## src/rtl/snow64_instr_fetch_queue_pkg.sv

```systemverilog
// Shared types and constants for the Snow64 fetch stage.
// Latency: n/a (declarations only).
// Backpressure: n/a.
package snow64_instr_fetch_queue_pkg;

  localparam int WIDTH__ADDR        = 64;
  localparam int WIDTH__INSTR       = 32;
  localparam int WIDTH__INSTR_BYTES = 4;

  typedef enum logic {
    StFetchRun   = 1'b0,
    StFetchDrain = 1'b1
  } fetch_state_t;

  typedef struct packed {
    logic [WIDTH__INSTR-1:0] instr;
    logic [WIDTH__ADDR-1:0]  pc;
  } FetchQueueEntry;

  // Sequential successor of a word-aligned PC; wraps modulo 2^WIDTH__ADDR.
  function automatic logic [WIDTH__ADDR-1:0] next_pc(input logic [WIDTH__ADDR-1:0] pc);
    return pc + WIDTH__ADDR'(WIDTH__INSTR_BYTES);
  endfunction

endpackage

```

## src/rtl/snow64_instr_fetch_queue_if.sv

```systemverilog
// Bundle of redirect, memory request/response and decoder handshake signals.
// Latency: n/a (wiring only).
// Backpressure: mem request valid/ready, decoder valid/ready; responses carry no ready.
// master = fetch queue side, slave = environment (EX, memory, decoder).
interface snow64_instr_fetch_queue_if;
  import snow64_instr_fetch_queue_pkg::*;

  logic                    in_redirect_valid;
  logic [WIDTH__ADDR-1:0]  in_redirect_addr;
  logic                    out_mem_req_valid;
  logic                    in_mem_req_ready;
  logic [WIDTH__ADDR-1:0]  out_mem_req_addr;
  logic                    in_mem_resp_valid;
  logic [WIDTH__INSTR-1:0] in_mem_resp_data;
  logic                    out_instr_valid;
  logic [WIDTH__INSTR-1:0] out_instr;
  logic [WIDTH__ADDR-1:0]  out_instr_pc;
  logic                    in_instr_ready;

  modport master (
    input  in_redirect_valid, in_redirect_addr,
    output out_mem_req_valid, out_mem_req_addr,
    input  in_mem_req_ready,
    input  in_mem_resp_valid, in_mem_resp_data,
    output out_instr_valid, out_instr, out_instr_pc,
    input  in_instr_ready
  );

  modport slave (
    output in_redirect_valid, in_redirect_addr,
    input  out_mem_req_valid, out_mem_req_addr,
    output in_mem_req_ready,
    output in_mem_resp_valid, in_mem_resp_data,
    input  out_instr_valid, out_instr, out_instr_pc,
    output in_instr_ready
  );

endinterface

```

## src/rtl/snow64_fetch_fifo.sv

```systemverilog
// Synchronous FIFO of FetchQueueEntry with flush; head is read straight from storage registers.
// Latency: a push is visible at the head the cycle after it is written.
// Backpressure: none internally; the caller's credit scheme keeps push off a full FIFO.
// Ports: clk, rst (async, active-high), push/push_entry, pop, flush, head, empty, occupancy.
module snow64_fetch_fifo
  import snow64_instr_fetch_queue_pkg::*;
#(
  parameter int DEPTH = 4
) (
  input  logic                     clk,
  input  logic                     rst,
  input  logic                     push,
  input  FetchQueueEntry           push_entry,
  input  logic                     pop,
  input  logic                     flush,
  output FetchQueueEntry           head,
  output logic                     empty,
  output logic [$clog2(DEPTH):0]   occupancy
);

  localparam int AW = $clog2(DEPTH);

  FetchQueueEntry  mem [DEPTH];
  logic [AW-1:0]   rd_ptr;
  logic [AW-1:0]   wr_ptr;
  logic [AW:0]     count;

  always_ff @(posedge clk or posedge rst) begin
    if (rst) begin
      rd_ptr <= '0;
      wr_ptr <= '0;
      count  <= '0;
      // Storage is cleared so the head reads as zero straight out of reset.
      for (int i = 0; i < DEPTH; i++) mem[i] <= '0;
    end else if (flush) begin
      rd_ptr <= '0;
      wr_ptr <= '0;
      count  <= '0;
    end else begin
      if (push) begin
        mem[wr_ptr] <= push_entry;
        wr_ptr      <= wr_ptr + AW'(1);
      end
      if (pop) rd_ptr <= rd_ptr + AW'(1);
      count <= count + (AW+1)'(push) - (AW+1)'(pop);
    end
  end

  assign head      = mem[rd_ptr];
  assign empty     = (count == '0);
  assign occupancy = count;

  a_no_pop_empty: assert property (@(posedge clk) disable iff (rst) !(pop && empty && !flush));
  a_no_push_full: assert property (@(posedge clk) disable iff (rst)
                                   !(push && !pop && !flush && (count == (AW+1)'(DEPTH))));

endmodule

```

## src/rtl/snow64_instr_fetch_queue.sv

```systemverilog
// Sequential instruction fetch with credit-limited requests, in-order response FIFO and redirect flush.
// Latency: redirect target reaches out_instr_valid 3 cycles after the redirect (1-cycle memory, idle queue).
// Backpressure: requests stop when in_flight + occupancy reaches DEPTH; decoder stalls via in_instr_ready.
// Ports: clk, rst (async, active-high), bus (snow64_instr_fetch_queue_if.master).
module snow64_instr_fetch_queue
  import snow64_instr_fetch_queue_pkg::*;
#(
  parameter int                     DEPTH    = 4,
  parameter logic [WIDTH__ADDR-1:0] RESET_PC = '0
) (
  input  logic                            clk,
  input  logic                            rst,
  snow64_instr_fetch_queue_if.master      bus
);

  localparam int CW = $clog2(DEPTH) + 1;

  fetch_state_t           state;
  logic [WIDTH__ADDR-1:0] fetch_pc;
  logic [WIDTH__ADDR-1:0] resp_pc;
  logic [CW-1:0]          in_flight;
  logic [CW-1:0]          drop_cnt;
  logic [CW-1:0]          occupancy;
  logic [CW-1:0]          drop_next;
  logic [WIDTH__ADDR-1:0] redirect_target;
  logic                   credit_ok;
  logic                   req_fire;
  logic                   resp_ok;
  logic                   fifo_push;
  logic                   fifo_pop;
  logic                   fifo_empty;
  FetchQueueEntry         push_entry;
  FetchQueueEntry         head;

  // Outstanding requests plus buffered words never exceed DEPTH, so every response has a slot.
  assign credit_ok = ({1'b0, in_flight} + {1'b0, occupancy}) < (CW+1)'(DEPTH);

  // Gated by rst so the request line drops the instant reset asserts.
  assign bus.out_mem_req_valid = !rst && (state == StFetchRun) && !bus.in_redirect_valid && credit_ok;
  assign bus.out_mem_req_addr  = fetch_pc;
  assign req_fire              = bus.out_mem_req_valid && bus.in_mem_req_ready;

  // A response with nothing outstanding is a protocol error and is ignored.
  assign resp_ok   = bus.in_mem_resp_valid && (in_flight != '0);
  assign drop_next = in_flight - CW'(resp_ok);

  assign redirect_target = bus.in_redirect_addr & ~WIDTH__ADDR'(3);

  assign fifo_push  = resp_ok && (state == StFetchRun) && !bus.in_redirect_valid;
  assign fifo_pop   = !fifo_empty && bus.in_instr_ready && !bus.in_redirect_valid;
  assign push_entry = '{instr: bus.in_mem_resp_data, pc: resp_pc};

  snow64_fetch_fifo #(.DEPTH(DEPTH)) u_fifo (
    .clk        (clk),
    .rst        (rst),
    .push       (fifo_push),
    .push_entry (push_entry),
    .pop        (fifo_pop),
    .flush      (bus.in_redirect_valid),
    .head       (head),
    .empty      (fifo_empty),
    .occupancy  (occupancy)
  );

  assign bus.out_instr_valid = !fifo_empty;
  assign bus.out_instr       = head.instr;
  assign bus.out_instr_pc    = head.pc;

  always_ff @(posedge clk or posedge rst) begin
    if (rst) begin
      state     <= StFetchRun;
      fetch_pc  <= RESET_PC;
      resp_pc   <= RESET_PC;
      in_flight <= '0;
      drop_cnt  <= '0;
    end else if (bus.in_redirect_valid) begin
      // Everything still outstanding is stale; the in-cycle response is discarded too.
      fetch_pc  <= redirect_target;
      resp_pc   <= redirect_target;
      in_flight <= drop_next;
      drop_cnt  <= drop_next;
      state     <= (drop_next != '0) ? StFetchDrain : StFetchRun;
    end else begin
      case (state)
        StFetchRun: begin
          if (req_fire) fetch_pc <= next_pc(fetch_pc);
          if (resp_ok)  resp_pc  <= next_pc(resp_pc);
          in_flight <= in_flight + CW'(req_fire) - CW'(resp_ok);
        end
        StFetchDrain: begin
          // No requests issue here, so drop_cnt tracks in_flight exactly.
          if (resp_ok) begin
            drop_cnt  <= drop_cnt - CW'(1);
            in_flight <= in_flight - CW'(1);
            if (drop_cnt == CW'(1)) state <= StFetchRun;
          end
        end
        default: state <= StFetchRun;
      endcase
    end
  end

  a_resp_outstanding: assert property (@(posedge clk) disable iff (rst)
                                       !(bus.in_mem_resp_valid && (in_flight == '0)));

endmodule

```

## src/flat_wrapper.sv

```systemverilog
// flat-port wrapper written by rule: the top's interface ports become plain ports
module snow64_instr_fetch_queue_flat import snow64_instr_fetch_queue_pkg::*;
#(
  parameter int                     DEPTH    = 4,
  parameter logic [WIDTH__ADDR-1:0] RESET_PC = '0
)
  (clk, rst, bus_in_redirect_valid, bus_in_redirect_addr, bus_out_mem_req_valid, bus_out_mem_req_addr, bus_in_mem_req_ready, bus_in_mem_resp_valid, bus_in_mem_resp_data, bus_out_instr_valid, bus_out_instr, bus_out_instr_pc, bus_in_instr_ready);
  snow64_instr_fetch_queue_if bus_i ();
  input  logic clk;
  input  logic rst;
  input wire logic [$bits(bus_i.in_redirect_valid)-1:0] bus_in_redirect_valid;
  input wire logic [$bits(bus_i.in_redirect_addr)-1:0] bus_in_redirect_addr;
  output wire logic [$bits(bus_i.out_mem_req_valid)-1:0] bus_out_mem_req_valid;
  output wire logic [$bits(bus_i.out_mem_req_addr)-1:0] bus_out_mem_req_addr;
  input wire logic [$bits(bus_i.in_mem_req_ready)-1:0] bus_in_mem_req_ready;
  input wire logic [$bits(bus_i.in_mem_resp_valid)-1:0] bus_in_mem_resp_valid;
  input wire logic [$bits(bus_i.in_mem_resp_data)-1:0] bus_in_mem_resp_data;
  output wire logic [$bits(bus_i.out_instr_valid)-1:0] bus_out_instr_valid;
  output wire logic [$bits(bus_i.out_instr)-1:0] bus_out_instr;
  output wire logic [$bits(bus_i.out_instr_pc)-1:0] bus_out_instr_pc;
  input wire logic [$bits(bus_i.in_instr_ready)-1:0] bus_in_instr_ready;
  assign bus_i.in_redirect_valid = bus_in_redirect_valid;
  assign bus_i.in_redirect_addr = bus_in_redirect_addr;
  assign bus_out_mem_req_valid = bus_i.out_mem_req_valid;
  assign bus_out_mem_req_addr = bus_i.out_mem_req_addr;
  assign bus_i.in_mem_req_ready = bus_in_mem_req_ready;
  assign bus_i.in_mem_resp_valid = bus_in_mem_resp_valid;
  assign bus_i.in_mem_resp_data = bus_in_mem_resp_data;
  assign bus_out_instr_valid = bus_i.out_instr_valid;
  assign bus_out_instr = bus_i.out_instr;
  assign bus_out_instr_pc = bus_i.out_instr_pc;
  assign bus_i.in_instr_ready = bus_in_instr_ready;
  snow64_instr_fetch_queue #(.DEPTH(DEPTH), .RESET_PC(RESET_PC)) u_core (.clk(clk), .rst(rst), .bus(bus_i));
endmodule
```

## config.mk

```make
export PLATFORM = sky130hd
export DESIGN_NAME = snow64_instr_fetch_queue_flat
export DESIGN_NICKNAME = d
export VERILOG_FILES = /design/src/rtl/snow64_instr_fetch_queue_pkg.sv /design/src/rtl/snow64_instr_fetch_queue_if.sv /design/src/rtl/snow64_fetch_fifo.sv /design/src/rtl/snow64_instr_fetch_queue.sv /design/src/flat_wrapper.sv
export SDC_FILE = /design/constraint.sdc
export NUM_CORES = 1
export LEC_CHECK = 0
export CAP_MARGIN = 20
export CORE_ASPECT_RATIO = 0.8
export CORE_MARGIN = 5
export CORE_UTILIZATION = 51
export DETAILED_ROUTE_END_ITERATION = 8
export GPL_ROUTABILITY_DRIVEN = 0
export PLACE_DENSITY = 0.83
export SETUP_SLACK_MARGIN = 0.02
export SLEW_MARGIN = 10
export SYNTH_ARGS = -nofsm -noshare
export SYNTH_HDL_FRONTEND = slang
export SYNTH_SLANG_ARGS = --single-unit
```

## constraint.sdc

```tcl
create_clock -name clk -period 16.4 [get_ports clk]
set_clock_uncertainty 0.05 [all_clocks]
set_input_delay 3.28 -clock clk [delete_from_list [all_inputs] [get_ports clk]]
set_output_delay 3.28 -clock clk [all_outputs]
set_load 0.01 [all_outputs]
```

* After elaboration in Yosys (flattened, before gate mapping)
Index checks and enable logic that the tools add are counted.
** Cells by class
- $mul :: 0
- Bitwise operators :: 4
- Reductions and logical operators :: 25
- Mux-type cells :: 28
- Divide/modulo/power cells :: 0
- Equality and inequality tests :: 3
- $add $sub $neg :: 12
- $lt $le $gt $ge :: 4
- Shifts and indexed selects :: 0
** Operators by type and width (count)
- bitwise mux 384 bit :: 1
- 2-to-1 mux 64 bit :: 6
- 2-to-1 mux 96 bit :: 3
- binary-select mux 96 bit (select 2 bit) :: 1
- demux 96 bit (select 2 bit) :: 1
- adder 64 x 3 -> 64 bit (second input constant) :: 2
- 2-to-1 mux 3 bit :: 6
- logical AND 1 bit :: 10
- nonzero test 2 bit :: 5
- subtractor 3 x 1 -> 3 bit :: 3
- 2-to-1 mux 2 bit :: 4
- AND reduction 2 bit :: 4
- adder 3 x 1 -> 3 bit :: 2
- >= comparator 3 bit (second input constant) :: 2
- NOT 2 -> 3 bit :: 2
- one-hot mux 3 bit (2 select lines) :: 1
- nonzero test 3 bit :: 2
- subtractor 3 x 1 -> 3 bit (second input constant) :: 2
- 2-to-1 mux 1 bit :: 5
- adder 2 x 1 -> 2 bit (second input constant) :: 2
- adder 3 x 3 -> 4 bit :: 1
- < comparator 4 x 3 -> 1 bit (second input constant) :: 1
- == test 3 x 1 -> 1 bit (second input constant) :: 1
- logical NOT 1 bit :: 3
- other kinds (5) :: 6
** Word-level totals
- Latch bits :: 0
- Memory bits (read-only) :: 0
- Output and inout bits :: 162
- Memories :: 0
- Memory bits (writable) :: 0
- Input bits :: 102
- Logic and storage cells :: 92
- Flip-flop bits (word level) :: 526

* Longest topological paths before layout
Gate-level depths: netlist of the first run.
- Depth in word-level cells :: 9
- Mapped depth :: 15
- Gate-level depth less buffers :: 14

* By module
Synthesis of the first run repeated with hierarchy kept, for this count alone.
** Second synthesis, totals
- Cells, all modules :: 1906
- Area total of the unflattened synthesis :: 25976.2 um2
** Modules (own cells, without submodules)
- snow64_fetch_fifo :: cells an instance 966, sequential area each 9784.4 um2, area each 17509.3 um2, instances 1
- snow64_instr_fetch_queue :: cells an instance 940, sequential area each 3278.1 um2, area each 8466.9 um2, instances 1

* Worst setup path before layout of the first run
No wires, ideal clock.
- Path kind :: input to output
- Start point :: in bus_in_redirect_valid
- End point :: out bus_out_mem_req_valid
- Arrival time :: 3826 ps
- Stages :: 2
- Slack :: 9244 ps
- Buffers on the path :: 0
- Data required time :: 13070 ps
- Path through :: nor4_1 -> and3_1
** Between the ends
- Cells in the longest elaborated chain, start to end :: 3
** Ends and longest elaborated chain
- start: declaration :: line flat_wrapper.sv:11 : input wire logic [$bits(bus_i.in_redirect_valid)-1:0] bus_in_redirect_valid;
- logical NOT 1 bit :: line snow64_instr_fetch_queue.sv:39 : assign bus.out_mem_req_valid = !rst && (state == StFetchRun) && !bus.in_redirect_valid && credit_ok;
- logical AND 1 bit (2 in a row) :: line snow64_instr_fetch_queue.sv:39
- end: declaration :: line flat_wrapper.sv:13 : output wire logic [$bits(bus_i.out_mem_req_valid)-1:0] bus_out_mem_req_valid;
No other way between the ends.

* Worst setup path in the final report of the first run
Ends and elaborated chain as after synthesis.

==> results of run 1 <==
-- cells in the mapped netlist (2+ instances only) --
| cell | count |
|---|---|
| dfrtp_1 | 514 |
| ha_1 | 18 |
| and4_1 | 16 |
| o311ai_0 | 31 |
| nor2b_1 | 3 |
| mux2i_1 | 3 |
| nand3b_1 | 2 |
| or4_4 | 3 |
| nand2_1 | 161 |
| mux4_2 | 94 |
| buf_4 | 4 |
| or2_2 | 2 |
| nor4_1 | 14 |
| a21oi_1 | 28 |
| nor3_1 | 29 |
| or4_1 | 6 |
| o211ai_1 | 16 |
| nor2_1 | 64 |
| o21ai_0 | 127 |
| clkbuf_1 | 113 |
| and2_0 | 2 |
| or3_1 | 5 |
| inv_1 | 32 |
| fa_1 | 2 |
| xor2_1 | 37 |
| buf_1 | 14 |
| and2_1 | 10 |
| nor4b_1 | 2 |
| xnor2_1 | 42 |
| and3_1 | 23 |
| a22oi_1 | 4 |
| buf_2 | 2 |
| nand4_1 | 39 |
| mux2_2 | 356 |
| nand3_1 | 76 |
| a31oi_1 | 11 |
-- layer usage --
layer	routed length [um]	share of wire (%)	vias to the layer above	global-route usage (%)
met5	7	0.011	-	0
met4	1559	2.4	2	6.346
met3	5867	9.1	113	6.321
met2	30130	47	731	38.57
met1	26570	41	8854	34.58
li1	-	-	7406	-
-- worst min-delay path by stage --
stage	startpoint	end	slack (ns)	depth (start not counted)
finish	u_core.u_fifo.mem[306]	u_core.u_fifo.mem[306]	0.43	2
global route	u_core.u_fifo.mem[25]	u_core.u_fifo.mem[25]	0.45	2
CTS	u_core.u_fifo.mem[251]	u_core.u_fifo.mem[251]	0.43	2
detailed placement	u_core.u_fifo.mem[251]	u_core.u_fifo.mem[251]	0.42	2
global placement	u_core.u_fifo.mem[306]	u_core.u_fifo.mem[306]	0.41	2
floorplan	u_core.u_fifo.mem[113]	u_core.u_fifo.mem[113]	0.39	2
-- state kept, by name, indices dropped and copies added (netlist names), 2 cells and up --
signal and cells:
u_core.drop_cnt 3, u_core.in_flight 3, u_core.u_fifo.occupancy 3, u_core.bus.out_mem_req_addr 62
u_core.resp_pc 62, u_core.u_fifo.mem 376, u_core.u_fifo.wr_ptr 2, u_core.u_fifo.rd_ptr 2
-- critical path: stages --
cell and delay, ns:
buf_4 0.26, nor4_1 0.42, and3_1 0.31, clkdlybuf4s50_1 0.58
-- cell type report --
| class | instances | area (um2) | area share [%] |
|---|---|---|---|
| sequential | 514 | 12870 | 44.18 |
| multi-input combinational | 1241 | 10780 | 36.99 |
| timing repair buffer | 277 | 2768 | 9.500 |
| clock buffer | 72 | 1508 | 5.175 |
| tap | 620 | 775.7 | 2.663 |
| clock inverter | 24 | 311.5 | 1.069 |
| inverter | 32 | 123.9 | 0.4252 |
-- power breakdown --
group	switching [uW]	internal (uW)
sequential	192	1500
clock	504	753
combinational	498	706
-- metrics by stage --
step           cells  power, uW
2_1_floorplan   1920       2333
3_3_place_gp    2682       2861
3_5_place_dp    2683       2918
4_1_cts         2779       4184
5_1_grt         2780       4340
6_report        2780       4148
-- layout by cell type, fill, tap and decap left out, types with 3 or more instances in the layout --
cell             instances
o211ai_1                16
or4_1                    6
and4_1                  16
nand2_4                  4
a22oi_1                  4
o21ai_0                127
xor2_1                  37
clkbuf_16               53
and3_1                  23
nor2_1                  63
o311ai_0                31
nand4_1                 39
ha_1                    18
clkbuf_1                 8
clkinv_2                12
mux2i_1                  3
or4_4                    3
nor2b_1                  3
buf_4                   17
clkinvlp_4               3
bufinv_16                7
and2_1                  10
dfrtp_1                512
nand2_1                156
conb_1                   4
clkdlybuf4s50_1        256
clkbuf_8                11
mux4_2                  94
or3_1                    5
nor4_1                  13
a31oi_1                 11
inv_1                   31
xnor2_1                 42
nand3_1                 76
mux2_2                 356
nor3_1                  29
a21oi_1                 28
-- logic make-up (layout without fill, tap and decap cells) --
kind of cell | count (synthesis) | after routing | share of synthesized area, %
AO/OA/AOI/OAI | 225 | 225 | 5.523
adder cells (fa/ha/maj) | 20 | 20 | 1.095
XOR/XNOR | 79 | 79 | 2.857
multiplexers | 453 | 453 | 25.42
buffers and inverters | 165 | 405 | 2.630
other | 1 | 4 | 0.01548
flip-flops | 514 | 514 | 53.11
AND/OR/NAND/NOR | 460 | 460 | 9.351
==> reports/results.ini, run 1 <==
[outcome]
status=finished clean

[yosys]
synth_seq_cells=514
yosysSeqAreaShare_pct=53.11
synth-edff-count=0
syn_area_per_cell_um2=12.63
ys_types=48
synthArstFlopShare_pct=100.0
syn_area_mm2=0.02422
synth_ff_type=dfrtp_1
yosys.area.top_type=dfrtp_1
syn_inst=1917
yosys.area.top_type_share_pct=53.11
synth_area_leaders=dfrtp_1, mux2_2, mux4_2, o21ai_0, nand2_1
yosysWarnings=0

[cells_and_area]
syn_to_final_growth_pct=20.29
diodes=0
fillers=3384
nets=2240
post-route-util_pct=61.99
drive_above_1_share_pct=26.76
design_area_mm2=0.02913

[setup_path]
rrSetupSlack_ns=12.67
crit-reg2reg-launch=u_core.in_flight[1]
critPathMaxFanout=53
worstSetupEndpointType=primary output
crit_start=bus_in_redirect_valid
rr_endpoint=u_core.u_fifo.mem[351]
cp.required_ns=13.07
critPathLaunchType=input pin
setup.worst_path.end=bus_out_mem_req_valid
r2r.worst_path.cells=8
arrival_ns=4.89
crit_type=in2out

[sta]
tns_ns=0
whs_ns=0.4304
period_share_pct=50.09
report.final.slew_viol_count=0
hold_violations=0
worst_slack_ns=8.185
fmax_mhz=121.7
fin_crit_ns=8.215
worst_slew_pin_slew_ns=1.028
relSlewSlack_pct=31.19
setup_viol=0
rsz0062_at_grt=false

[clock_tree]
cts.sinks=514
ctsResizeCount=0
insertion_delay_ns=0.60
hold_buffers=0
cts_buffers=52
cts_htree_levels=2
clk_pin_slew_ns=0.06
root_buffer=clkbuf_16
clock_path_buffers=3
cts_tree=built
postCtsSetupBuffers=0

[grt]
overflow=0
antenna_found_initial=2
track_usage_pct=24.53
grt_first_pass_wirelength_um=100900
grt_start_max_net_pins=173
grt_pass1_vias=17516

[die]
io_pins=264
initial_utilization_pct=51.53
placementRows=71
die_y_um=204.9
core_area_mm2=0.04699
die_w_um=253.6
die_area_mm2=0.05197

[detailed_routing]
first_iter_violations=1467
drc_errors=0
vias_per_cell=6.153
via_count=17106
ant_nets=0
routedWlPerCell_um=23.07
wl_um=64140
drt_first_pass_iters=6

[place]
hpwl_um=42680
io_buffers=257
pre_cts_slack_ns=8.227
dpl-instance-area_mm2=0.02729

[power]
vdd_drop_max_mv=0.1284
powerDensity_mw_per_mm2=142.4
leakage_uw=0.01285

[hold_path]
hold_class=reg2reg

[flow_run]
drv_cap=0

Power figures use the tool's default switching activity.
==> run 2, diff against run 1 <==
--- a/config.mk
+++ b/config.mk
@@ -8,10 +8,10 @@
 export CAP_MARGIN = 20
 export CORE_ASPECT_RATIO = 0.8
 export CORE_MARGIN = 5
-export CORE_UTILIZATION = 51
+export CORE_UTILIZATION = 52
 export DETAILED_ROUTE_END_ITERATION = 8
 export GPL_ROUTABILITY_DRIVEN = 0
-export PLACE_DENSITY = 0.83
+export PLACE_DENSITY = 0.81
 export SETUP_SLACK_MARGIN = 0.02
 export SLEW_MARGIN = 10
 export SYNTH_ARGS = -nofsm -noshare
==> constraint.sdc (replaced) <==
create_clock -name clk -period 8.2 [get_ports clk]
set_clock_uncertainty 0.05 [all_clocks]
set_input_delay 1.64 -clock clk [delete_from_list [all_inputs] [get_ports clk]]
set_output_delay 1.64 -clock clk [all_outputs]
set_load 0.01 [all_outputs]
==> run 2 against run 1 <==
Clock power up 87%. Global-route usage about the same. Worst setup slack worse by 5.1 ns. Critical endpoint is now bus_out_instr_pc[30]. Largest cell class unchanged.
==> reports/results.ini, run 2 (synthesis results as in run 1) <==
[power]
p_int_uw=5755  ; +95%
leakage_uw=0.01278  ; -0.54%
vdd_drop_max_mv=0.1845  ; +44%
powerDensity_mw_per_mm2=280.1  ; +97%
seqPwrFrac_pct=41.6  ; +0.9 points
p_comb_share_pct=29.3  ; +0.3 points
switching_share_pct=29.12  ; +0.33 points
netSwitchingPower_uw=2364  ; +98%
p_clk_share_pct=29.0  ; -1.3 points

[setup_path]
crit_start=u_core.u_fifo.rd_ptr[0]
r2r.worst_path.cells=9  ; +1
cp.required_ns=6.51  ; -6.56 ns
path_buf_inv=2  ; unchanged
rrSetupSlack_ns=4.46  ; -8.21 ns
critPathLaunchType=register
path_cells=buf_4 > mux4_2 > clkdlybuf4s50_1
cpMaxStageDelayCell=dfrtp_4
crit-reg2reg-launch=u_core.in_flight[1]
crit_type=reg2out
rr_endpoint=u_core.resp_pc[56]
worstSetupEndpointType=primary output
crit_family=buffers and inverters
critPathMaxFanout=43  ; -19%
max_stage_delay_ns=1.06  ; +0.48 ns
arrival_ns=3.46  ; -1.43 ns

[clock_tree]
cts_buffers=52  ; unchanged
insertion_delay_ns=0.60  ; about the same
cts_tree=built
postCtsSetupBuffers=0  ; unchanged
clk_pin_slew_ns=0.06  ; about the same
cts_htree_levels=2  ; unchanged
cts.sinks=514  ; unchanged
hold_buffers=0  ; unchanged
ctsResizeCount=0  ; unchanged
root_buffer=clkbuf_16
clock_path_buffers=3  ; unchanged

[die]
die_w_um=251.3  ; -0.93%
initial_utilization_pct=52.77  ; +1.2 points
die_area_mm2=0.05102  ; -1.8%
io_pins=264  ; unchanged
die_y_um=203.0  ; -0.92%
placementRows=70  ; -1.4%
core_area_mm2=0.04589  ; -2.3%

[sta]
rsz0062_at_grt=false
worst_slack_ns=3.052  ; -5.133 ns
period_share_pct=62.79
hold_violations=0  ; unchanged
setup_viol=0  ; unchanged
fin_crit_ns=5.148
worst_slew_pin_slew_ns=1.074  ; +0.04608 ns
whs_ns=0.4245  ; -0.005945 ns
fmax_mhz=194.2
relSlewSlack_pct=28.42  ; -2.8 points
report.final.slew_viol_count=0  ; unchanged

[grt]
overflow=0  ; unchanged
top_usage_layer=met2
grt_pass1_vias=17694  ; +1.0%
use_met3_pct=6.122  ; -0.20 points
grt_use_met1_pct=35.46  ; +0.87 points
antenna_found_initial=3  ; +1
grt_start_max_net_pins=206  ; +19%
met2_usage_pct=37.74  ; -0.83 points
track_usage_pct=24.58  ; +0.049 points
grt_first_pass_wirelength_um=100600  ; -0.37%

[place]
pre_cts_slack_ns=3.205  ; -5.022 ns
hpwl_um=42110  ; -1.3%
io_buffers=257  ; unchanged

[hold_path]
hold_class=reg2reg
min-delay-start=u_core.u_fifo.mem[42]
holdPathStages=2  ; unchanged
worstHoldEndpoint=u_core.u_fifo.mem[42]

[detailed_routing]
routedWlPerCell_um=22.72  ; -1.5%
via_count=16912  ; -1.1%
first_iter_violations=1451  ; -1.1%
wl_um=62920  ; -1.9%
drc_errors=0  ; unchanged
drt_first_pass_iters=7  ; +1
ant_nets=0  ; unchanged
vias_per_cell=6.108  ; -0.74%

[cells_and_area]
syn_to_final_growth_pct=19.69
largest_register=u_core.u_fifo.mem
multiInputGateArea_mm2=0.01078  ; unchanged
diodes=0  ; unchanged
fillers=3448  ; +1.9%
mostFrequentLayoutCells=dfrtp_1, mux2_2, clkdlybuf4s50_1
largest_register_ffs=376  ; unchanged
drive_above_1_share_pct=26.56  ; -0.19 points
final_common_cell=dfrtp_1
seq_area_mm2=0.01287  ; unchanged
nets=2239  ; -0.045%

[outcome]
status=finished clean

[flow_run]
drv_cap=0  ; unchanged

run 2: how the worst max path moves through the flow:
stage,end,slack [ns],cells after the start
after CTS,bus_out_instr_pc[30],2.93,3
after global routing,bus_out_instr_pc[30],2.79,3
final,bus_out_instr_pc[30],3.05,3
after detailed placement,u_core.u_fifo.mem[262],3.21,6
after global placement,u_core.u_fifo.mem[262],3.21,6
after floorplan,u_core.bus.out_mem_req_addr[10],-0.47,1
run 2: area by class of cell:
cell class | instances | area share, %
Clock inverter | 19 | 0.6302
Sequential cell | 514 | 44.40
Timing Repair Buffer | 276 | 9.488
Tap cell | 612 | 2.642
Multi-Input combinational cell | 1241 | 37.18
Clock buffer | 75 | 5.236
Inverter | 32 | 0.4273
run 2: per-stage QoR:
step / total power [uW] / area [um2] / util, % / std cells / setup TNS [ns]
3_5_place_dp: 5820 / 27290 / 59.45 / 2675 / 0
4_1_cts: 8202 / 28990 / 63.16 / 2769 / 0
6_report: 8120 / 28990 / 63.16 / 2769 / 0
5_1_grt: 8507 / 28990 / 63.16 / 2769 / 0
3_3_place_gp: 5713 / 27290 / 59.45 / 2675 / 0
2_1_floorplan: 4666 / 24230 / - / 1920 / -241.73
run 2: power groups by stage:
stage               Clock, uW  Sequential [uW]  Combinational (uW)
finish                   2360             3380                2380
global route             2510             3450                2550
CTS                      2410             3380                2410
detailed placement          0             3420                2400
global placement            0             3370                2340
floorplan                   0             3240                1420
run 2: worst register-to-register path, delay by kind of cell, from the launching register on:
kind / cells / cell delay (ns)
buffers and inverters: 1 / 0.14
flip-flops: 1 / 0.37
multiplexers: 1 / 0.27
XOR/XNOR: 1 / 0.10
adder cells (fa/ha/maj): 2 / 0.43
AND/OR/NAND/NOR: 4 / 2.28
run 2: metal layers:
layer / share of wire, % / wire [um]
met1: 43 / 27100
met2: 46 / 29240
met4: 2.4 / 1499
met3: 8.0 / 5057
met5: 0.033 / 21
==> run 3, diff against run 2 <==
==> constraint.sdc (replaced) <==
create_clock -name clk -period 5.3 [get_ports clk]
set_clock_uncertainty 0.05 [all_clocks]
set_input_delay 1.06 -clock clk [delete_from_list [all_inputs] [get_ports clk]]
set_output_delay 1.06 -clock clk [all_outputs]
set_load 0.01 [all_outputs]
==> run 3 against run 2 <==
Sequential power grew 55%. Cell area grew 0.58%. Register-to-register slack lost 2.8 ns. Global-route usage grew 0.53 points. Utilization grew 0.37 points. Die area is the same. Critical endpoint is now bus_out_instr_pc[29].
==> reports/results.ini, run 3 (synthesis results as in run 1) <==
[power]
seqPwrFrac_pct=41.5  ; about the same
finalPower_uw=12610  ; +55%
p_int_uw=8916  ; +55%
netSwitchingPower_uw=3698  ; +56%
vdd_drop_max_mv=0.2840  ; +54%
powerDensity_mw_per_mm2=432.7  ; +54%
p_comb_share_pct=30.0  ; +0.7 points
switching_share_pct=29.32  ; +0.20 points
p_clk_share_pct=28.6  ; -0.4 points
leakage_uw=0.01288  ; +0.77%

[sta]
hold_violations=0  ; unchanged
worst_slew_pin_slew_ns=0.9404  ; -0.1333 ns
worst_slack_ns=1.143  ; -1.909 ns
fin_crit_ns=4.157
report.final.slew_viol_count=0  ; unchanged
relSlewSlack_pct=36.82  ; +8.4 points
fmax_mhz=240.6
period_share_pct=78.43
rsz0062_at_grt=false
setup_viol=0  ; unchanged

[clock_tree]
cts_buffers=52  ; unchanged
cts.sinks=514  ; unchanged
clk_pin_slew_ns=0.06  ; about the same
ctsResizeCount=0  ; unchanged
hold_buffers=0  ; unchanged
clock_path_buffers=3  ; unchanged
postCtsSetupBuffers=0  ; unchanged
cts_tree=built
root_buffer=clkbuf_16
insertion_delay_ns=0.59  ; about the same
cts_htree_levels=2  ; unchanged

[cells_and_area]
drive_above_1_share_pct=27.06  ; +0.50 points
mostFrequentLayoutCells=dfrtp_1, mux2_2, clkdlybuf4s50_1
final_common_cell=dfrtp_1
design_area_mm2=0.02916  ; +0.58%
syn_to_final_growth_pct=20.39
nets=2252  ; +0.58%
largest_register_ffs=376  ; unchanged
largest_register=u_core.u_fifo.mem

[detailed_routing]
drc_errors=0  ; unchanged
drt_first_pass_iters=7  ; unchanged
wl_um=64500  ; +2.5%
ant_nets=0  ; unchanged
via_count=17144  ; +1.4%
routedWlPerCell_um=23.19  ; +2.0%
first_iter_violations=1588  ; +9.4%
vias_per_cell=6.162  ; +0.90%

[setup_path]
r2r.worst_path.cells=9  ; unchanged
cpMaxStageDelayCell=dfrtp_4
crit_family=flip-flops
critPathLaunchType=register
worstSetupEndpointType=primary output
cp.required_ns=4.19  ; -2.32 ns
crit_type=reg2out
max_stage_delay_ns=0.92  ; -0.14 ns
cp_num_cells=3  ; unchanged
arrival_ns=3.05  ; -0.41 ns
critPathMaxFanout=34  ; -21%
path_cells=buf_4 > mux4_2 > clkdlybuf4s50_1
path_buf_inv=2  ; unchanged

[die]
die_w_um=251.3  ; unchanged
io_pins=264  ; unchanged
die_y_um=203.0  ; unchanged
initial_utilization_pct=52.77  ; unchanged
core_area_mm2=0.04589  ; unchanged
die_area_mm2=0.05102  ; unchanged
placementRows=70  ; unchanged

[hold_path]
holdPathStages=2  ; unchanged
hold_class=reg2reg

[grt]
track_usage_pct=25.11  ; +0.53 points
grt_start_max_net_pins=127  ; -38%
grt_pass1_vias=17909  ; +1.2%
antenna_found_initial=3  ; unchanged
grt_first_pass_wirelength_um=102500  ; +2.0%
overflow=0  ; unchanged

[place]
io_buffers=257  ; unchanged
pre_cts_slack_ns=1.141  ; -2.064 ns
hpwl_um=43280  ; +2.8%
dpl-instance-area_mm2=0.02748  ; +0.72%

[outcome]
status=finished clean

[flow_run]
drv_cap=0  ; unchanged

-- run 3: through the flow --
step                hold slack, ns  cells  utilization (%)  TNS [ns]
detailed placement          0.4174   2688            59.89         0
global placement            0.4058   2688            59.89         0
global route                0.4594   2781            63.52         0
CTS                         0.4321   2781            63.52         0
floorplan                   0.3946   1920                -  -1434.21
finish                      0.4278   2782            63.53         0
-- run 3: area by class of cell --
type                    count  area [um2]
flip-flops and latches    514       12870
well taps                 612       765.7
multi-input cells        1241       10780
inverters                  32       123.9
diodes                      1       2.502
fillers                  3443       16740
repair buffers            289        2948
clock inverters            22       175.2
clock buffers              71        1494
-- run 3: layer usage --
metal / track usage [%] / vias up / wire length, um
li1: - / 7451 / -
met4: 6.956 / 2 / 1818
met2: 38.71 / 758 / 29760
met5: 0 / - / 7
met3: 5.827 / 129 / 5678
met1: 36.29 / 8804 / 27240
-- run 3: tightest hold or removal path, delay by kind of cell (launching register included) --
family             cells  cell delay [ns]
AOI/OAI and AO/OA      1             0.06
and+or+nand+nor        1             0.05
DFF                    1             0.34
-- run 3: path summary, 6_finish.rpt --
| check | slack (ns) | start | endpoint |
|---|---|---|---|
| min reg2reg | 0.43 | u_core.u_fifo.mem[42] | u_core.u_fifo.mem[42] |
| min in group asynchronous | 0.89 | rst | u_core.u_fifo.occupancy[2] |
| max | 1.14 | u_core.u_fifo.rd_ptr[0] | bus_out_instr_pc[29] |
| max in group asynchronous | 3.27 | rst | u_core.u_fifo.mem[360] |
| min | 0.43 | u_core.u_fifo.mem[42] | u_core.u_fifo.mem[42] |
| max reg2reg | 1.69 | u_core.in_flight[1] | u_core.resp_pc[56] |
-- run 3: power groups by stage --
stage	Sequential [uW]	Combinational, uW	Clock (uW)
after detailed placement	5280	3790	0
after global placement	5200	3690	0
after global routing	5320	4040	3860
after floorplan	5020	2200	0
after CTS	5220	3820	3670
final	5230	3780	3610
